<file path="src/rtl/instr_fetch_queue_if.sv">
// Fetch-unit bus: instruction-memory request/response, redirect and decode side.
interface instr_fetch_queue_if #(
  parameter int ADDR_W = 32
);
  logic              imem_req_valid;
  logic [ADDR_W-1:0] imem_req_addr;
  logic              imem_req_ready;
  logic              imem_rsp_valid;
  logic [31:0]       imem_rsp_data;
  logic              redirect_valid;
  logic [ADDR_W-1:0] redirect_pc;
  logic              dec_valid;
  logic [31:0]       dec_instr;
  logic [ADDR_W-1:0] dec_pc;
  logic              dec_ready;

  // Fetch unit side
  modport master (
    output imem_req_valid, imem_req_addr, dec_valid, dec_instr, dec_pc,
    input  imem_req_ready, imem_rsp_valid, imem_rsp_data,
           redirect_valid, redirect_pc, dec_ready
  );

  // Memory / core side
  modport slave (
    input  imem_req_valid, imem_req_addr, dec_valid, dec_instr, dec_pc,
    output imem_req_ready, imem_rsp_valid, imem_rsp_data,
           redirect_valid, redirect_pc, dec_ready
  );
endinterface

</file>
<file path="src/rtl/instr_fetch_queue.sv">
// Sequential instruction fetch with credit-limited issue, prefetch FIFO,
// and redirect flush that drains stale in-flight responses.
module instr_fetch_queue #(
  parameter int              ADDR_W   = 32,
  parameter int              DEPTH    = 4,
  parameter logic [ADDR_W-1:0] RESET_PC = '0
) (
  input  logic clk,
  input  logic reset,
  instr_fetch_queue_if.master bus
);
  localparam int PW = $clog2(DEPTH);
  localparam int CW = PW + 1;
  localparam logic [CW:0] DEPTH_W = (CW+1)'(DEPTH);
  localparam logic [ADDR_W-1:0] STEP = ADDR_W'(4);

  typedef enum logic [1:0] {BOOT, RUN, DRAIN} state_t;

  state_t            state_q, state_d;
  logic [ADDR_W-1:0] fetch_pc_q, fetch_pc_d;
  logic [ADDR_W-1:0] rsp_pc_q, rsp_pc_d;
  logic [CW-1:0]     cnt_q, cnt_d;
  logic [CW-1:0]     out_q, out_d;
  logic [CW-1:0]     disc_q, disc_d;
  logic [PW-1:0]     wr_q, rd_q;
  logic [ADDR_W-1:0] pc_mem_q  [DEPTH];
  logic [31:0]       ins_mem_q [DEPTH];

  logic              redir, credit_ok, req_valid, accept, rsp, drop, push, pop;
  logic [ADDR_W-1:0] redir_pc;

  // Handshake qualifiers; a redirect outranks every other event this cycle
  always_comb begin
    redir     = bus.redirect_valid && (state_q != BOOT);
    redir_pc  = bus.redirect_pc & ~ADDR_W'(3);
    credit_ok = ({1'b0, cnt_q} + {1'b0, out_q}) < DEPTH_W;
    req_valid = (state_q == RUN) && !bus.redirect_valid && credit_ok;
    accept    = req_valid && bus.imem_req_ready;
    rsp       = bus.imem_rsp_valid;
    drop      = (disc_q != '0);
    push      = rsp && !drop && !redir;
    pop       = (cnt_q != '0) && bus.dec_ready && !redir;
  end

  assign bus.imem_req_valid = req_valid;
  assign bus.imem_req_addr  = fetch_pc_q;
  assign bus.dec_valid      = (cnt_q != '0);
  assign bus.dec_instr      = ins_mem_q[rd_q];
  assign bus.dec_pc         = pc_mem_q[rd_q];

  // Next-state for PCs, credit counters and the fetch FSM
  always_comb begin
    state_d    = state_q;
    fetch_pc_d = accept ? fetch_pc_q + STEP : fetch_pc_q;
    rsp_pc_d   = push ? rsp_pc_q + STEP : rsp_pc_q;
    cnt_d      = cnt_q + CW'(push) - CW'(pop);
    out_d      = out_q + CW'(accept) - CW'(rsp);
    disc_d     = (rsp && drop) ? disc_q - CW'(1) : disc_q;
    if (redir) begin
      fetch_pc_d = redir_pc;
      rsp_pc_d   = redir_pc;
      cnt_d      = '0;
      // Everything still in flight is stale; a same-cycle response is already gone
      disc_d     = out_q - CW'(rsp);
      out_d      = out_q - CW'(rsp);
    end
    case (state_q)
      BOOT:    state_d = RUN;
      RUN:     if (redir) state_d = (disc_d != '0) ? DRAIN : RUN;
      DRAIN:   if (redir) state_d = (disc_d != '0) ? DRAIN : RUN;
               else if (disc_d == '0) state_d = RUN;
      default: state_d = BOOT;
    endcase
  end

  // Control state registers
  always_ff @(posedge clk) begin
    if (reset) begin
      state_q    <= BOOT;
      fetch_pc_q <= RESET_PC;
      rsp_pc_q   <= RESET_PC;
      cnt_q      <= '0;
      out_q      <= '0;
      disc_q     <= '0;
      wr_q       <= '0;
      rd_q       <= '0;
    end else begin
      state_q    <= state_d;
      fetch_pc_q <= fetch_pc_d;
      rsp_pc_q   <= rsp_pc_d;
      cnt_q      <= cnt_d;
      out_q      <= out_d;
      disc_q     <= disc_d;
      if (redir) begin
        wr_q <= '0;
        rd_q <= '0;
      end else begin
        if (push) wr_q <= wr_q + PW'(1);
        if (pop)  rd_q <= rd_q + PW'(1);
      end
    end
  end

  // FIFO storage; cleared on reset so the head reads zero
  always_ff @(posedge clk) begin
    if (reset) begin
      for (int i = 0; i < DEPTH; i++) begin
        pc_mem_q[i]  <= '0;
        ins_mem_q[i] <= '0;
      end
    end else if (push) begin
      pc_mem_q[wr_q]  <= rsp_pc_q;
      ins_mem_q[wr_q] <= bus.imem_rsp_data;
    end
  end

  // Credit rule must keep the FIFO from overflowing
  a_no_overflow: assert property (@(posedge clk) disable iff (reset)
    !(push && !pop && cnt_q == CW'(DEPTH)));
endmodule

</file>
<file path="src/flat_wrapper.sv">
// flat-port wrapper written by rule: the top's interface ports become plain ports
module instr_fetch_queue_flat 
#(
  parameter int              ADDR_W   = 32,
  parameter int              DEPTH    = 4,
  parameter logic [ADDR_W-1:0] RESET_PC = '0
)
  (clk, reset, bus_imem_req_valid, bus_imem_req_addr, bus_dec_valid, bus_dec_instr, bus_dec_pc, bus_imem_req_ready, bus_imem_rsp_valid, bus_imem_rsp_data, bus_redirect_valid, bus_redirect_pc, bus_dec_ready);
  instr_fetch_queue_if #(.ADDR_W(ADDR_W)) bus_i ();
  input  logic clk;
  input  logic reset;
  output wire logic [$bits(bus_i.imem_req_valid)-1:0] bus_imem_req_valid;
  output wire logic [$bits(bus_i.imem_req_addr)-1:0] bus_imem_req_addr;
  output wire logic [$bits(bus_i.dec_valid)-1:0] bus_dec_valid;
  output wire logic [$bits(bus_i.dec_instr)-1:0] bus_dec_instr;
  output wire logic [$bits(bus_i.dec_pc)-1:0] bus_dec_pc;
  input wire logic [$bits(bus_i.imem_req_ready)-1:0] bus_imem_req_ready;
  input wire logic [$bits(bus_i.imem_rsp_valid)-1:0] bus_imem_rsp_valid;
  input wire logic [$bits(bus_i.imem_rsp_data)-1:0] bus_imem_rsp_data;
  input wire logic [$bits(bus_i.redirect_valid)-1:0] bus_redirect_valid;
  input wire logic [$bits(bus_i.redirect_pc)-1:0] bus_redirect_pc;
  input wire logic [$bits(bus_i.dec_ready)-1:0] bus_dec_ready;
  assign bus_imem_req_valid = bus_i.imem_req_valid;
  assign bus_imem_req_addr = bus_i.imem_req_addr;
  assign bus_dec_valid = bus_i.dec_valid;
  assign bus_dec_instr = bus_i.dec_instr;
  assign bus_dec_pc = bus_i.dec_pc;
  assign bus_i.imem_req_ready = bus_imem_req_ready;
  assign bus_i.imem_rsp_valid = bus_imem_rsp_valid;
  assign bus_i.imem_rsp_data = bus_imem_rsp_data;
  assign bus_i.redirect_valid = bus_redirect_valid;
  assign bus_i.redirect_pc = bus_redirect_pc;
  assign bus_i.dec_ready = bus_dec_ready;
  instr_fetch_queue #(.ADDR_W(ADDR_W), .DEPTH(DEPTH), .RESET_PC(RESET_PC)) u_core (.clk(clk), .reset(reset), .bus(bus_i));
endmodule
</file>
<file path="config.mk">
export PLATFORM = sky130hd
export DESIGN_NAME = instr_fetch_queue_flat
export DESIGN_NICKNAME = d
export VERILOG_FILES = /design/src/rtl/instr_fetch_queue_if.sv /design/src/rtl/instr_fetch_queue.sv /design/src/flat_wrapper.sv
export SDC_FILE = /design/constraint.sdc
export NUM_CORES = 1
export LEC_CHECK = 0
export ABC_CLOCK_PERIOD_IN_PS = 4500
export CAP_MARGIN = 10
export CORE_ASPECT_RATIO = 0.7
export CORE_UTILIZATION = 38
export CTS_CLUSTER_SIZE = 40
export DETAILED_ROUTE_END_ITERATION = 12
export PLACE_DENSITY_LB_ADDON = 0.05
export SYNTH_ARGS = -nofsm -noshare
export SYNTH_HDL_FRONTEND = slang
export SYNTH_SLANG_ARGS = --single-unit
</file>
<file path="constraint.sdc">
create_clock -name clk -period 4.5 [get_ports clk]
set_input_delay 0.9 -clock clk [delete_from_list [all_inputs] [get_ports clk]]
set_output_delay 0.9 -clock clk [all_outputs]
set_load 0.005 [all_outputs]
</file>
==> metrics <==
die height 167 um; MaxCap Viol Count 0; GPL Wtd Cong 0.794; DR iter-0 viols 626; Mapped Cells 1099; Clock transition at path regs 0.06 ns; Avg Cell Area, Syn 13.5 um2; H-Tree Depth 2; Root Driver clkbuf_16; CP endpoint kind output port; Hold Startpoint u_core.bus.imem_req_addr[31]; WL/cell 22.2 um; vias 9409; Worst path max stage delay 0.56 ns; share of layout cells above drive strength 1 13.1%; fmax 282 MHz; commonest non-fill, non-tap cell in the layout edfxtp_1; CP Launch Type input pin; Min-Delay Endpoint u_core.bus.imem_req_addr[31]; clock latency at the later pin of the worst-skew pair 0.52 ns; status finished clean; post-synthesis simple-gate area fraction 17.5%; reg-to-reg slack, setup 1.51 ns; Worst Tran Pin Value 0.866 ns; Tot Pwr 8700 uW; first-pass GRT wire length 60900 um; R2R depth 6; maximum VDD drop 0.227 mV; post-CTS sizing 0; row count 60; design area 0.0182 mm2; vias in the first global route 9748; Synth Area in XOR/XNOR 3.42%; post-synthesis mux area share 9.62%; period utilization 78.8%; placed cell areas 0.0171 mm2; Max FO, Critical Path 6; final hold slack 0.532 ns; largest net degree at the start of global routing 65; Ys Warns 0; reg2reg start u_core.state_q[1]; synth top area cells edfxtp_1, dfxtp_1, mux4_2; CP cell instances clkdlybuf4s50_1 -> or2_2 -> nor3_1 -> clkdlybuf4s50_1; antenna violations before repair 0; Hold Crit Class reg -> reg; Setup TNS 0 ns; grt ovf 0; Core ar. 0.0384 mm2; most frequent cells in the layout edfxtp_1, clkdlybuf4s50_1, and3_1; CP max stage cell clkdlybuf4s50_1; Synth area leader edfxtp_1; Yosys top cell area share 50.2%; Diodes inserted 0; Die W 238 um; nets@finish 1321; post-CTS setup repair buffer count 0; clk sinks 325; Final Skew 0.0154 ns; clock buffer depth 3; Inserted Clock Buffers 36; number of synthesized flops with an enable pin 248; largest family of logic cells by synthesized area simple AND/OR/NAND/NOR gates; Seq/Total Area, Yosys 60.6%; CP most frequent cell clkdlybuf4s50_1; dominant synthesized flop cell edfxtp_1; Worst EP required 3.60 ns; Synth Register Bits 325; Tmin final 3.55 ns; proportion of synthesized flip-flops having asynchronous set or reset 0%; R2R Path End u_core.pc_mem_q[2][25]; Starting Density 38.6%; post-synthesis compound-gate area fraction 4.79%; num ports 168; Lkg Pwr 0.00683 uW; Post-Route WL 39800 um; DIE AREA 0.0398 mm2; Residual DRC 0; post-layout util 47.4%; hold path cells 2; First-pass DRT Iterations 7; Slew Limit Fails 0; Hold-fix buffers, CTS 0; post-synthesis cell area 0.0148 mm2; post-DP HPWL 23000 um; Power Dens Cells 478 mW/mm2; Detail Route Antenna Nets 0; Worst EP arrival 2.65 ns; vias per cell 5.26; CTS tree yes; Final Hold Fails 0; RSZ-0062 raised after global routing false; Overall Global Routing Usage 20.1%; classification of the worst setup path in -> out; area growth from synthesis to layout 22.7%; Post-Synth Adder-Cell Area 1.28%; Slew HR 42.3%; setup violators final 0; IO buf count 161; synth unique cells 55
-- metal layers --
layer	vias to the layer above	global-route usage [%]	wire length, um
met3	42	2.93	1620
met4	0	4.04	544
li1	4413	-	-
met2	174	31.0	18000
met5	-	0	0
met1	4780	30.2	19600
-- how the worst max path moves through the flow --
stage,to,cells past startpoint,start,slack (ns)
CTS,bus_imem_req_valid,4,bus_redirect_valid,0.95
detailed placement,u_core.pc_mem_q[2][25],7,bus_redirect_valid,0.67
global placement,u_core.ins_mem_q[2][13],7,bus_redirect_valid,0.68
global route,bus_imem_req_valid,4,bus_redirect_valid,0.88
finish,bus_imem_req_valid,4,bus_redirect_valid,0.95
floorplan,u_core.ins_mem_q[1][0],4,bus_redirect_valid,1.0
-- worst max-delay path, delay by kind of cell --
family / cells / cell delay [ns]
AND/OR/NAND/NOR: 2 / 0.64
buffers and inverters: 2 / 1.10
-- metrics by stage --
step / worst slack (ns) / instances
after floorplan: 0.999 / 1102
after detailed placement: 0.671 / 1726
final: 0.954 / 1790
after CTS: 0.948 / 1790
after global placement: 0.677 / 1726
after global routing: 0.882 / 1790
-- state kept, by name, indices dropped and copies added, names as in the netlist, named ones only --
name	flops
u_core.wr_q	2
u_core.cnt_q	3
u_core.out_q	3
u_core.state_q	2
u_core.bus.imem_req_addr	30
u_core.rsp_pc_q	30
u_core.disc_q	3
u_core.rd_q	2
u_core.ins_mem_q	128
u_core.pc_mem_q	120
-- synthesized netlist by cell type, types with 5 or more instances --
cell,instances
nor3_1,6
o31ai_1,5
buf_2,10
dfxtp_1,77
nand4_1,22
a21oi_1,55
ha_1,12
edfxtp_1,248
a31oi_1,8
o21bai_1,28
mux4_2,62
nor2_1,30
clkbuf_1,64
xor2_1,43
and4_1,11
nand2_1,28
xnor2_1,15
and2_1,128
o21ai_0,8
and3_1,134
nand3_1,25
inv_1,18
or3_1,5
-- kinds of logic after synthesis --
family	count (synthesis)
AND/OR/NAND/NOR	419
flip-flops	325
AO/OA/AOI/OAI	116
buffers and inverters	101
multiplexers	65
XOR/XNOR	58
adder cells (fa/ha/maj)	14
other	1
-- final cells by class --
cell class / count / area (um2)
timing repair buffer: 180 / 1850
inverter: 18 / 67.6
fill: 3470 / 20200
tap: 527 / 659
multi-input combinational: 676 / 5520
clock buffer: 43 / 960
clock inverter: 21 / 153
sequential: 325 / 8990
-- power by group --
group | internal, uW | leakage (uW) | switching (uW)
clock network | 1640 | 0.000563 | 1220
registers | 3610 | 0.00322 | 238
logic | 991 | 0.00306 | 1010
No activity file was read; power rests on OpenSTA's default activity.
